## src/rtl/sa_buf_pkg.sv

```systemverilog
// Shared constants and state type for the systolic-array input/output buffers.
package sa_buf_pkg;

  localparam int unsigned DATA_W = 32;
  localparam int unsigned DEPTH  = 16;
  localparam int unsigned ADDR_W = 4;
  // One extra bit so a full-depth burst length is representable.
  localparam int unsigned LEN_W  = 5;

  typedef enum logic [0:0] {
    IDLE   = 1'b0,
    STREAM = 1'b1
  } stream_state_t;

endpackage

```

## src/rtl/input_buffer_mem.sv

```systemverilog
// Operand register file: async-reset clear, one write port, one combinational read port.
module input_buffer_mem
  import sa_buf_pkg::*;
(
  input  logic              clk_i,
  input  logic              rst_i,
  input  logic              wr_en_i,
  input  logic [ADDR_W-1:0] wr_addr_i,
  input  logic [DATA_W-1:0] wr_data_i,
  input  logic [ADDR_W-1:0] rd_addr_i,
  output logic [DATA_W-1:0] rd_data_o
);

  logic [DATA_W-1:0] mem_q [DEPTH];

  // Storage: cleared on reset, written one word per cycle.
  always_ff @(posedge clk_i or posedge rst_i) begin
    if (rst_i) begin
      for (int i = 0; i < int'(DEPTH); i++) begin
        mem_q[i] <= '0;
      end
    end else if (wr_en_i) begin
      mem_q[wr_addr_i] <= wr_data_i;
    end
  end

  // Read port is purely combinational; write bypass is handled by the caller.
  always_comb begin
    rd_data_o = mem_q[rd_addr_i];
  end

endmodule

```

## src/rtl/input_stream_buffer.sv

```systemverilog
// Holds host-written operand words and streams instructed bursts to the array.
module input_stream_buffer
  import sa_buf_pkg::*;
(
  input  logic              clk_i,
  input  logic              rst_i,
  input  logic [DATA_W-1:0] ext_data_i,
  input  logic [ADDR_W-1:0] ext_addr_i,
  input  logic              ext_wr_en_i,
  input  logic              stream_start_i,
  input  logic [ADDR_W-1:0] stream_base_i,
  input  logic [LEN_W-1:0]  stream_len_i,
  output logic [DATA_W-1:0] arr_data_o,
  output logic              arr_valid_o,
  input  logic              arr_ready_i,
  output logic              busy_o,
  output logic              done_o,
  output logic              start_err_o
);

  stream_state_t     state_q, state_d;
  logic [ADDR_W-1:0] ptr_q, ptr_d;
  logic [LEN_W-1:0]  rem_q, rem_d;
  logic [DATA_W-1:0] arr_data_q, arr_data_d;
  logic              arr_valid_q, arr_valid_d;
  logic              done_q, done_d;
  logic              start_err_q, start_err_d;

  logic [ADDR_W-1:0] fetch_addr;
  logic [DATA_W-1:0] rd_data;
  logic [DATA_W-1:0] fetch_data;
  logic [LEN_W-1:0]  len_clamped;
  logic              handshake;

  input_buffer_mem u_mem (
    .clk_i     (clk_i),
    .rst_i     (rst_i),
    .wr_en_i   (ext_wr_en_i),
    .wr_addr_i (ext_addr_i),
    .wr_data_i (ext_data_i),
    .rd_addr_i (fetch_addr),
    .rd_data_o (rd_data)
  );

  // Fetch address and same-cycle write bypass, so a word written as it is fetched is presented.
  always_comb begin
    fetch_addr = (state_q == IDLE) ? stream_base_i : ptr_q + ADDR_W'(1);
    fetch_data = (ext_wr_en_i && (ext_addr_i == fetch_addr)) ? ext_data_i : rd_data;
    len_clamped = (stream_len_i > LEN_W'(DEPTH)) ? LEN_W'(DEPTH) : stream_len_i;
    handshake  = arr_valid_q && arr_ready_i;
  end

  // Next-state logic for the burst FSM, counters and output registers.
  always_comb begin
    state_d     = state_q;
    ptr_d       = ptr_q;
    rem_d       = rem_q;
    arr_data_d  = arr_data_q;
    arr_valid_d = arr_valid_q;
    done_d      = 1'b0;
    start_err_d = 1'b0;

    unique case (state_q)
      IDLE: begin
        if (stream_start_i && (stream_len_i != '0)) begin
          ptr_d       = stream_base_i;
          rem_d       = len_clamped;
          arr_data_d  = fetch_data;
          arr_valid_d = 1'b1;
          state_d     = STREAM;
        end
      end
      STREAM: begin
        if (stream_start_i) begin
          start_err_d = 1'b1;
        end
        if (handshake) begin
          if (rem_q == LEN_W'(1)) begin
            arr_valid_d = 1'b0;
            done_d      = 1'b1;
            state_d     = IDLE;
          end else begin
            ptr_d      = ptr_q + ADDR_W'(1);
            rem_d      = rem_q - LEN_W'(1);
            arr_data_d = fetch_data;
          end
        end
      end
      default: state_d = IDLE;
    endcase
  end

  // State and output registers; reset abandons any burst without a done pulse.
  always_ff @(posedge clk_i or posedge rst_i) begin
    if (rst_i) begin
      state_q     <= IDLE;
      ptr_q       <= '0;
      rem_q       <= '0;
      arr_data_q  <= '0;
      arr_valid_q <= 1'b0;
      done_q      <= 1'b0;
      start_err_q <= 1'b0;
    end else begin
      state_q     <= state_d;
      ptr_q       <= ptr_d;
      rem_q       <= rem_d;
      arr_data_q  <= arr_data_d;
      arr_valid_q <= arr_valid_d;
      done_q      <= done_d;
      start_err_q <= start_err_d;
    end
  end

  // Outputs come straight from registers: no combinational path from arr_ready_i.
  always_comb begin
    arr_data_o  = arr_data_q;
    arr_valid_o = arr_valid_q;
    busy_o      = (state_q == STREAM);
    done_o      = done_q;
    start_err_o = start_err_q;
  end

endmodule

```

## config.mk

```make
export PLATFORM = sky130hd
export DESIGN_NAME = input_stream_buffer
export DESIGN_NICKNAME = d
export VERILOG_FILES = /design/src/rtl/sa_buf_pkg.sv /design/src/rtl/input_buffer_mem.sv /design/src/rtl/input_stream_buffer.sv
export SDC_FILE = /design/constraint.sdc
export NUM_CORES = 1
export LEC_CHECK = 0
export CAP_MARGIN = 10
export CORE_AREA = 8 8 204 225
export DETAILED_ROUTE_END_ITERATION = 8
export DIE_AREA = 0 0 212 233
export PLACE_DENSITY = 0.8
export SYNTH_ARGS = -nofsm -noshare
export SYNTH_HDL_FRONTEND = slang
export SYNTH_SLANG_ARGS = --single-unit
```

## constraint.sdc

```tcl
create_clock -name clk_i -period 27.3 [get_ports clk_i]
set_clock_uncertainty 0.1 [all_clocks]
set_input_delay 5.46 -clock clk_i [delete_from_list [all_inputs] [get_ports clk_i]]
set_output_delay 5.46 -clock clk_i [all_outputs]
set_load 0.05 [all_outputs]
```

==> impl_metrics.env, run 1 <==
export IMPL_avgSynthCellArea_um2=11.94
export IMPL_ios=86
export IMPL_hold_buffers=0
export IMPL_synth_top_area_share=0.5418
export IMPL_rows=79
export IMPL_final_nets=2186
export IMPL_setup_viol=0
export IMPL_port_buffers=85
export IMPL_cts_resized=0
export IMPL_synth_area_um2=25730
export IMPL_grt_pass1_wl_mm=105.6
export IMPL_synth_yosys_seq_area_share=0.5418
export IMPL_post_cts_buffers=0
export IMPL_ys_ff_latch=557
export IMPL_crit_path_start_kind="input port"
export IMPL_crit_arrival_ns=9.28
export IMPL_drc=0
export IMPL_reg2reg_slack_ns=23.40
export IMPL_rsz0062_at_grt="no"
export IMPL_placed_cells=2643
export IMPL_area_growth_pct=11.64
export IMPL_p_per_area_nw_per_um2=116.2
export IMPL_fillers=2994
export IMPL_die_area_um2=49400
export IMPL_cp_max_fo=131
export IMPL_post_route_period_util=0.3216
export IMPL_ant_nets=0
export IMPL_fp_dieH_um=233
export IMPL_core_area_um2=42010
export IMPL_clk_latency_ns=0.60
export IMPL_vias_per_cell=6.527
export IMPL_clock_fmax_mhz=113.9
export IMPL_first_iter_violations=1673
export IMPL_async_flop_share=1.000
export IMPL_path_clk_slew_ns=0.06
export IMPL_cp_required_ns=27.80
export IMPL_final_setup_tns_ns=0
export IMPL_vias=17890
export IMPL_ir_worst_vdd_uv=141.5
export IMPL_dpl_hpwl_mm=34.49
export IMPL_hold_class="reg -> reg"
export IMPL_wire_per_inst_um=24.16
export IMPL_clock_sinks=557
export IMPL_yosys_area_top_type="dfrtp_1"
export IMPL_synth_nets=2207
export IMPL_maxSlewViolCount=0
export IMPL_wirelength_mm=66.21
export IMPL_cts_tree="built"
export IMPL_grtUsageTotal=0.2724
export IMPL_regArea_um2=13940
export IMPL_final_cells=2741
export IMPL_crit_type="in -> async"
export IMPL_drive_gt1_frac=0.2820
export IMPL_finalPower_mw=3.337
export IMPL_worst_slew_pin_slew_ns=1.296
export IMPL_die_x_um=212
export IMPL_synth_common_cells="dfrtp_1 (557), mux2_2 (453), nand2_1 (336)"
export IMPL_yosysWarnings=0
export IMPL_synth_most_common_cell="dfrtp_1"
export IMPL_ys_flop_type="dfrtp_1"
export IMPL_synth_edff_count=0
export IMPL_grt_overflow=0
export IMPL_final_setup_worst_slack_ns=18.52
export IMPL_clock_root_buffer="clkbuf_16"
export IMPL_period_needed_ns=8.779
export IMPL_netlist_instances=2154
export IMPL_p_leak_nw=12.28
export IMPL_diodes=0
export IMPL_cts_buffers=54
export IMPL_synth_area_leaders="dfrtp_1 (54%), mux2_2 (20%), nand2_1 (4.9%)"
export IMPL_grt_max_degree=155
export IMPL_htreeDepth=2
export IMPL_antenna_found_initial=3
export IMPL_dr_pass1_iters=5
export IMPL_maxSlewHeadroom=0.1358
export IMPL_ys_types=50
export IMPL_multiInputGateArea_um2=11110
export IMPL_hold_viol=0
export IMPL_start_util=0.6124
export IMPL_outcome="complete, no violations"
export IMPL_worstSetupEndpointType="async pin"
export IMPL_place_congestion=0.7760
export IMPL_grt_pass1_vias=18570
export IMPL_clk_path_buf_depth=3
export IMPL_maxCapViolCount=0
export IMPL_dp_slack_ns=17.78
flip-flops by register name, summed over array words and instances, names as in the netlist:
name	count
arr_data_o	32
done_o	1
start_err_o	1
rem_q	5
arr_valid_o	1
ptr_q	4
busy_o	1
u_mem.mem_q	512
area by class of cell:
type,instances,share of cell area
clock buffers,79,0.05637
clock inverters,18,0.006273
inverters,6,0.001046
multi-input cells,1394,0.3870
flip-flops and latches,557,0.4853
well taps,567,0.02470
repair buffers,120,0.03934
routing by layer:
layer | share of wire | up-vias | track usage
li1 | - | 7751 | -
met1 | 0.41 | 9309 | 0.3608
met2 | 0.48 | 663 | 0.4343
met3 | 0.074 | 162 | 0.06083
met4 | 0.034 | 6 | 0.1076
met5 | 0.00065 | - | 0
where the power goes:
part / total [mW] / internal, mW / switching, mW / leakage (nW)
clock: 0.752 / 0.438 / 0.314 / 0.885
combinational: 1.43 / 0.509 / 0.919 / 4.57
sequential: 1.16 / 1.04 / 0.120 / 6.83
total: 3.34 / 1.98 / 1.35 / 12.3
through the flow:
step | hold slack (ns) | utilization | area (µm²)
after detailed placement | 0.3726 | 0.6406 | 26910
after floorplan | 0.3557 | - | 25730
after CTS | 0.3856 | 0.6834 | 28710
after global placement | 0.3651 | 0.6406 | 26910
final | 0.3838 | 0.6837 | 28720
after global routing | 0.4032 | 0.6837 | 28720
critical path, stage by stage:
cell	delay [ns]
clkdlybuf4s50_1	0.49
inv_8	0.57
buf_4	0.74
buf_4	0.90
buf_4	0.84
path summary, 6_finish.rpt:
check | start | cells after the start | to
worst max-delay path | rst_i | 5 | u_mem.mem_q[373]
worst min-delay path | u_mem.mem_q[249] | 1 | u_mem.mem_q[249]
worst max register to register | busy_o | 9 | arr_data_o[7]
worst min register to register | u_mem.mem_q[249] | 1 | u_mem.mem_q[249]
max in group clk_i | stream_base_i[0] | 9 | arr_data_o[4]
min in group asynchronous | rst_i | 2 | start_err_o
placed cells by master, fill, tap and decap left out, types with 6 or more instances in the layout:
cell type	n
a311oi_1	32
clkbuf_8	11
clkinv_2	10
o21ai_0	7
mux2i_1	32
nor2_1	11
a22oi_1	32
a32oi_1	32
mux2_1	59
a21oi_1	6
and3_1	65
nand3_1	73
a31oi_1	64
nor2_4	6
buf_4	33
a211oi_1	96
clkbuf_16	57
o31ai_1	32
clkdlybuf4s50_1	85
clkbuf_1	11
nand2_1	333
mux2_2	453
dfrtp_1	557
kinds of logic (layout without fill, tap and decap cells):
logic type,after synthesis,in the layout,synth area share
compound gates,323,323,0.09445
xor+xnor,3,3,0.001605
fa+ha+maj,3,3,0.001459
buf+inv,203,223,0.03400
flops,557,557,0.5418
mux,546,546,0.2375
simple gates,519,519,0.08915
(Power assumes the default switching activity.)
==> run 2, diff against run 1 <==
- clock period: 27.3 -> 8.88 ns (I/O delays scaled with it)
==> impl_metrics.env, run 2 (synthesized netlist as in run 1, its figures left out) <==
export IMPL_cts_tree="built"
export IMPL_crit_type="in -> reg"
export IMPL_dr_pass1_iters=6
export IMPL_port_buffers=85
export IMPL_vias=18090
export IMPL_ant_nets=0
export IMPL_grt_pass1_wl_mm=106.5
export IMPL_largest_register_ffs=512
export IMPL_hold_ws_ns=0.3836
export IMPL_drive_gt1_frac=0.2794
export IMPL_cp_max_fo=96
export IMPL_switchingPower_mw=4.156
export IMPL_worstPathCellList="clkdlybuf4s50_1 > nand2b_2 > buf_4 > nand2_4 > buf_4 > a211oi_1 > a311oi_1 > a211oi_1 > o31ai_1"
export IMPL_clockPowerShare=0.227
export IMPL_rsz0062_at_grt="no"
export IMPL_clock_fmax_mhz=206.1
export IMPL_wire_per_inst_um=24.40
export IMPL_vias_per_cell=6.583
export IMPL_grt_max_degree=180
export IMPL_period_needed_ns=4.853
export IMPL_seqPwrFrac=0.347
export IMPL_grt_pass1_vias=18580
export IMPL_dp_slack_ns=3.453
export IMPL_grt_overflow=0
export IMPL_rows=79
export IMPL_place_congestion=0.8048
export IMPL_power_frac_comb=0.426
export IMPL_hold_viol=0
export IMPL_cts_resized=0
export IMPL_cts_buffers=55
export IMPL_grtUsageTotal=0.2749
export IMPL_wirelength_mm=67.05
export IMPL_p_per_area_nw_per_um2=357.2
export IMPL_worstSetupEndpointType="register"
export IMPL_internal_power_mw=6.114
export IMPL_maxSlewHeadroom=0.2258
export IMPL_cpLargestDelayFamily="buffers and inverters"
export IMPL_clk_latency_ns=0.61
export IMPL_slowest_delay_ns=0.83
export IMPL_fp_dieH_um=233
export IMPL_core_area_um2=42010
export IMPL_r2r_start="ptr_q[0]"
export IMPL_p_leak_nw=12.29
export IMPL_path_clk_slew_ns=0.06
export IMPL_min_from="u_mem.mem_q[242]"
export IMPL_die_x_um=212
export IMPL_clock_sinks=557
export IMPL_worst_slew_pin_slew_ns=1.155
export IMPL_post_cts_buffers=0
export IMPL_post_route_period_util=0.5465
export IMPL_area_growth_pct=11.77
export IMPL_finalPower_mw=10.27
export IMPL_maxCapViolCount=0
export IMPL_reg2regPathDepth=9
export IMPL_final_nets=2189
export IMPL_reg2reg_slack_ns=4.96
export IMPL_hold_buffers=0
export IMPL_hold_class="reg -> reg"
export IMPL_fillers=2927
export IMPL_swShare=0.4047
export IMPL_ir_worst_vdd_uv=403.4
export IMPL_crit_arrival_ns=5.26
export IMPL_crit_path_start_kind="input port"
export IMPL_first_iter_violations=1767
export IMPL_cp_required_ns=9.29
export IMPL_regArea_um2=13940
export IMPL_min_path_cells=1
export IMPL_multiInputGateArea_um2=11110
export IMPL_regMostFlops="u_mem.mem_q"
export IMPL_htreeDepth=2
export IMPL_antenna_found_initial=2
export IMPL_hold_end="u_mem.mem_q[242]"
export IMPL_die_area_um2=49400
export IMPL_maxSlewViolCount=0
export IMPL_final_common_cell="dfrtp_1"
export IMPL_drc=0
export IMPL_clk_path_buf_depth=3
export IMPL_layout_common_cells="dfrtp_1 (557), mux2_2 (453), nand2_1 (333)"
export IMPL_clock_root_buffer="clkbuf_16"
export IMPL_dpl_hpwl_mm=35.79
export IMPL_final_util=0.6845
export IMPL_start_util=0.6124
export IMPL_outcome="complete, no violations"
export IMPL_final_setup_worst_slack_ns=4.027
export IMPL_cp_slowest_cell="buf_4"
export IMPL_r2r_end="arr_data_o[25]"
export IMPL_setup_viol=0
export IMPL_cp_num_buf_inv=3
export IMPL_ios=86
==> run 2: worst max path at each step <==
stage	start	endpoint	slack (ns)	cells after the start
global route	stream_base_i[0]	arr_data_o[1]	3.81	9
floorplan	rst_i	arr_data_o[0]	-0.58	1
global placement	stream_base_i[0]	arr_data_o[4]	3.59	9
detailed placement	stream_base_i[0]	arr_data_o[0]	3.45	9
finish	stream_base_i[0]	arr_data_o[19]	4.03	9
CTS	stream_base_i[0]	arr_data_o[0]	4.09	9
==> run 2: worst register-to-register path, stage by stage (launching register included) <==
cell and delay, ns:
dfrtp_1 0.46, ha_1 0.27, xnor2_2 0.23, a21oi_4 0.18, buf_4 0.72, xor2_1 0.31, nor4_4 0.72, buf_4 0.53
a22oi_1 0.17, o31ai_1 0.12
==> run 2: power by group through the flow <==
| stage | clock network, mW | logic [mW] | registers, mW |
|---|---|---|---|
| floorplan | 0 | 2.89 | 3.73 |
| global placement | 0 | 4.18 | 3.55 |
| detailed placement | 0 | 4.31 | 3.59 |
| CTS | 2.36 | 4.34 | 3.55 |
| global route | 2.46 | 4.69 | 3.64 |
| finish | 2.33 | 4.37 | 3.57 |
==> run 2: cell type report <==
class	instances	area share
clock inverter	15	0.006310
antenna	1	0.00008703
sequential	557	0.4847
tap	567	0.02467
timing repair buffer	122	0.04056
inverter	6	0.0009138
clock buffer	86	0.05618
multi-input combinational	1394	0.3865
==> run 2: through the flow <==
step / instances / setup TNS (ns) / cell area, µm²
6_report: 2748 / 0 / 28750
5_1_grt: 2748 / 0 / 28750
4_1_cts: 2747 / 0 / 28750
3_5_place_dp: 2646 / 0 / 26950
3_3_place_gp: 2646 / 0 / 26950
2_1_floorplan: 2154 / -321.81 / 25730
==> run 2: per-layer routing <==
metal  part of all wire  GRT usage
met1               0.41     0.3696
met2               0.47     0.4362
met3              0.078    0.04778
met4              0.040     0.1217
met5            0.00025          0
==> run 3, diff against run 2 <==
- CORE_AREA: 8 8 204 225 -> 8 8 214 236
- DIE_AREA: 0 0 212 233 -> 0 0 222 244
- PLACE_DENSITY: 0.8 -> 0.76
- clock period: 8.88 -> 4.2 ns (I/O delays scaled with it)
==> impl_metrics.env, run 3 (synthesized netlist as in run 1, its figures left out) <==
export IMPL_outcome="complete, no violations"
export IMPL_grt_max_degree=97
export IMPL_fp_dieH_um=244
export IMPL_cp_required_ns=4.60
export IMPL_drive_gt1_frac=0.2981
export IMPL_regArea_um2=13940
export IMPL_slowest_delay_ns=0.78
export IMPL_dpl_hpwl_mm=39.97
export IMPL_period_needed_ns=3.347
export IMPL_clock_fmax_mhz=298.8
export IMPL_final_setup_worst_slack_ns=0.8529
export IMPL_largest_register_ffs=512
export IMPL_p_leak_nw=12.64
export IMPL_clk_latency_ns=0.61
export IMPL_fillers=3358
export IMPL_dr_pass1_iters=5
export IMPL_hold_class="reg -> reg"
export IMPL_vias=18240
export IMPL_dp_slack_ns=0.5447
export IMPL_start_util=0.5542
export IMPL_first_iter_violations=1845
export IMPL_layout_common_cells="dfrtp_1 (557), mux2_2 (453), nand2_1 (333)"
export IMPL_post_cts_buffers=0
export IMPL_crit_path_start_kind="register"
export IMPL_crit_type="reg -> reg"
export IMPL_wire_per_inst_um=24.62
export IMPL_drc=0
export IMPL_final_common_cell="dfrtp_1"
export IMPL_maxSlewHeadroom=0.2931
export IMPL_cts_buffers=54
export IMPL_hold_buffers=0
export IMPL_grt_pass1_wl_mm=109.9
export IMPL_die_area_um2=54170
export IMPL_maxCapViolCount=0
export IMPL_die_x_um=222
export IMPL_path_clk_slew_ns=0.07
export IMPL_final_nets=2223
export IMPL_clk_path_buf_depth=3
export IMPL_cp_num_buf_inv=1
export IMPL_cp_slowest_cell="dfrtp_1"
export IMPL_cpMostUsedCell="a211oi_1"
export IMPL_setup_viol=0
export IMPL_area_growth_pct=14.52
export IMPL_p_per_area_nw_per_um2=766.2
export IMPL_htreeDepth=2
export IMPL_port_buffers=85
export IMPL_cts_resized=0
export IMPL_cpLargestDelayFamily="simple AND/OR/NAND/NOR gates"
export IMPL_reg2reg_slack_ns=0.85
export IMPL_rows=83
export IMPL_wirelength_mm=69.17
export IMPL_place_congestion=0.8276
export IMPL_cts_tree="built"
export IMPL_final_setup_tns_ns=0
export IMPL_worstSetupEndpointType="register"
export IMPL_grt_pass1_vias=19020
export IMPL_cp_max_fo=36
export IMPL_ant_nets=0
export IMPL_maxSlewViolCount=0
export IMPL_clock_sinks=557
export IMPL_ir_worst_vdd_uv=507.9
export IMPL_grtUsageTotal=0.2546
export IMPL_diodes=0
export IMPL_regMostFlops="u_mem.mem_q"
export IMPL_grt_overflow=0
export IMPL_ios=86
export IMPL_worstPathCellList="nand2b_2 > nand2_4 > buf_12 > a211oi_1 > a311oi_1 > a211oi_1 > o31ai_1"
export IMPL_antenna_found_initial=1
export IMPL_vias_per_cell=6.493
export IMPL_worst_slew_pin_slew_ns=1.060
export IMPL_rsz0062_at_grt="no"
export IMPL_multiInputGateArea_um2=11110
export IMPL_core_area_um2=46420
export IMPL_post_route_period_util=0.7969
export IMPL_crit_arrival_ns=3.75
export IMPL_hold_viol=0
export IMPL_clock_root_buffer="clkbuf_16"
run 3: changes by cell type in the layout (fill, tap and decap cells not counted):
| cell | previous run | this run |
|---|---|---|
| buf_12 | 3 | 27 |
| clkbuf_16 | 57 | 55 |
| bufinv_16 | 4 | 7 |
| clkinv_2 | 9 | 17 |
| buf_4 | 34 | 45 |
| diode_2 | 1 | 0 |
| clkbuf_1 | 21 | 4 |
| clkbuf_8 | 8 | 15 |
run 3: per-layer routing:
| layer | global-route usage | routed length [µm] |
|---|---|---|
| met3 | 0.05758 | 5225 |
| met1 | 0.3411 | 29070 |
| met4 | 0.09109 | 2297 |
| met5 | 0 | 13 |
| met2 | 0.4064 | 32570 |
run 3: power by group:
part	internal (mW)	leakage (nW)	switching, mW
registers	6.74	6.83	0.816
logic	3.73	4.85	6.13
clock network	3.08	0.960	2.08
total	13.5	12.6	9.02
run 3: through the flow:
| step | utilization | instances | cell area [µm²] | hold WS [ns] | power, mW |
|---|---|---|---|---|---|
| finish | 0.6347 | 2809 | 29460 | 0.3852 | 22.57 |
| global route | 0.6347 | 2809 | 29460 | 0.4024 | 23.72 |
| CTS | 0.6347 | 2809 | 29460 | 0.3869 | 22.53 |
| detailed placement | 0.5935 | 2709 | 27550 | 0.3726 | 17.32 |
| global placement | 0.5935 | 2709 | 27550 | 0.3667 | 17.00 |
| floorplan | - | 2154 | 25730 | 0.3557 | 14.01 |
run 3: path summary, 6_finish.rpt:
path	start	end	depth (start not counted)
max in group asynchronous	rst_i	u_mem.mem_q[436]	3
min in group asynchronous	rst_i	u_mem.mem_q[130]	2
setup reg to reg	busy_o	arr_data_o[12]	7
hold / removal	u_mem.mem_q[252]	u_mem.mem_q[252]	1
hold reg to reg	u_mem.mem_q[252]	u_mem.mem_q[252]	1
setup / recovery	busy_o	arr_data_o[12]	7
run 3: layout make-up:
cell class	count	share of cell area
timing repair buffer	157	0.05869
multi-input combinational	1394	0.3772
sequential	557	0.4731
tap	595	0.02527
clock buffer	74	0.05423
inverter	6	0.0008918
clock inverter	26	0.01057
run 3: worst register-to-register path: cells and delay by family (launching register included):
family / cells / cell delay [ns]
simple gates: 2 / 1.26
compound gates: 4 / 0.84
flops: 1 / 0.78
buf+inv: 1 / 0.28
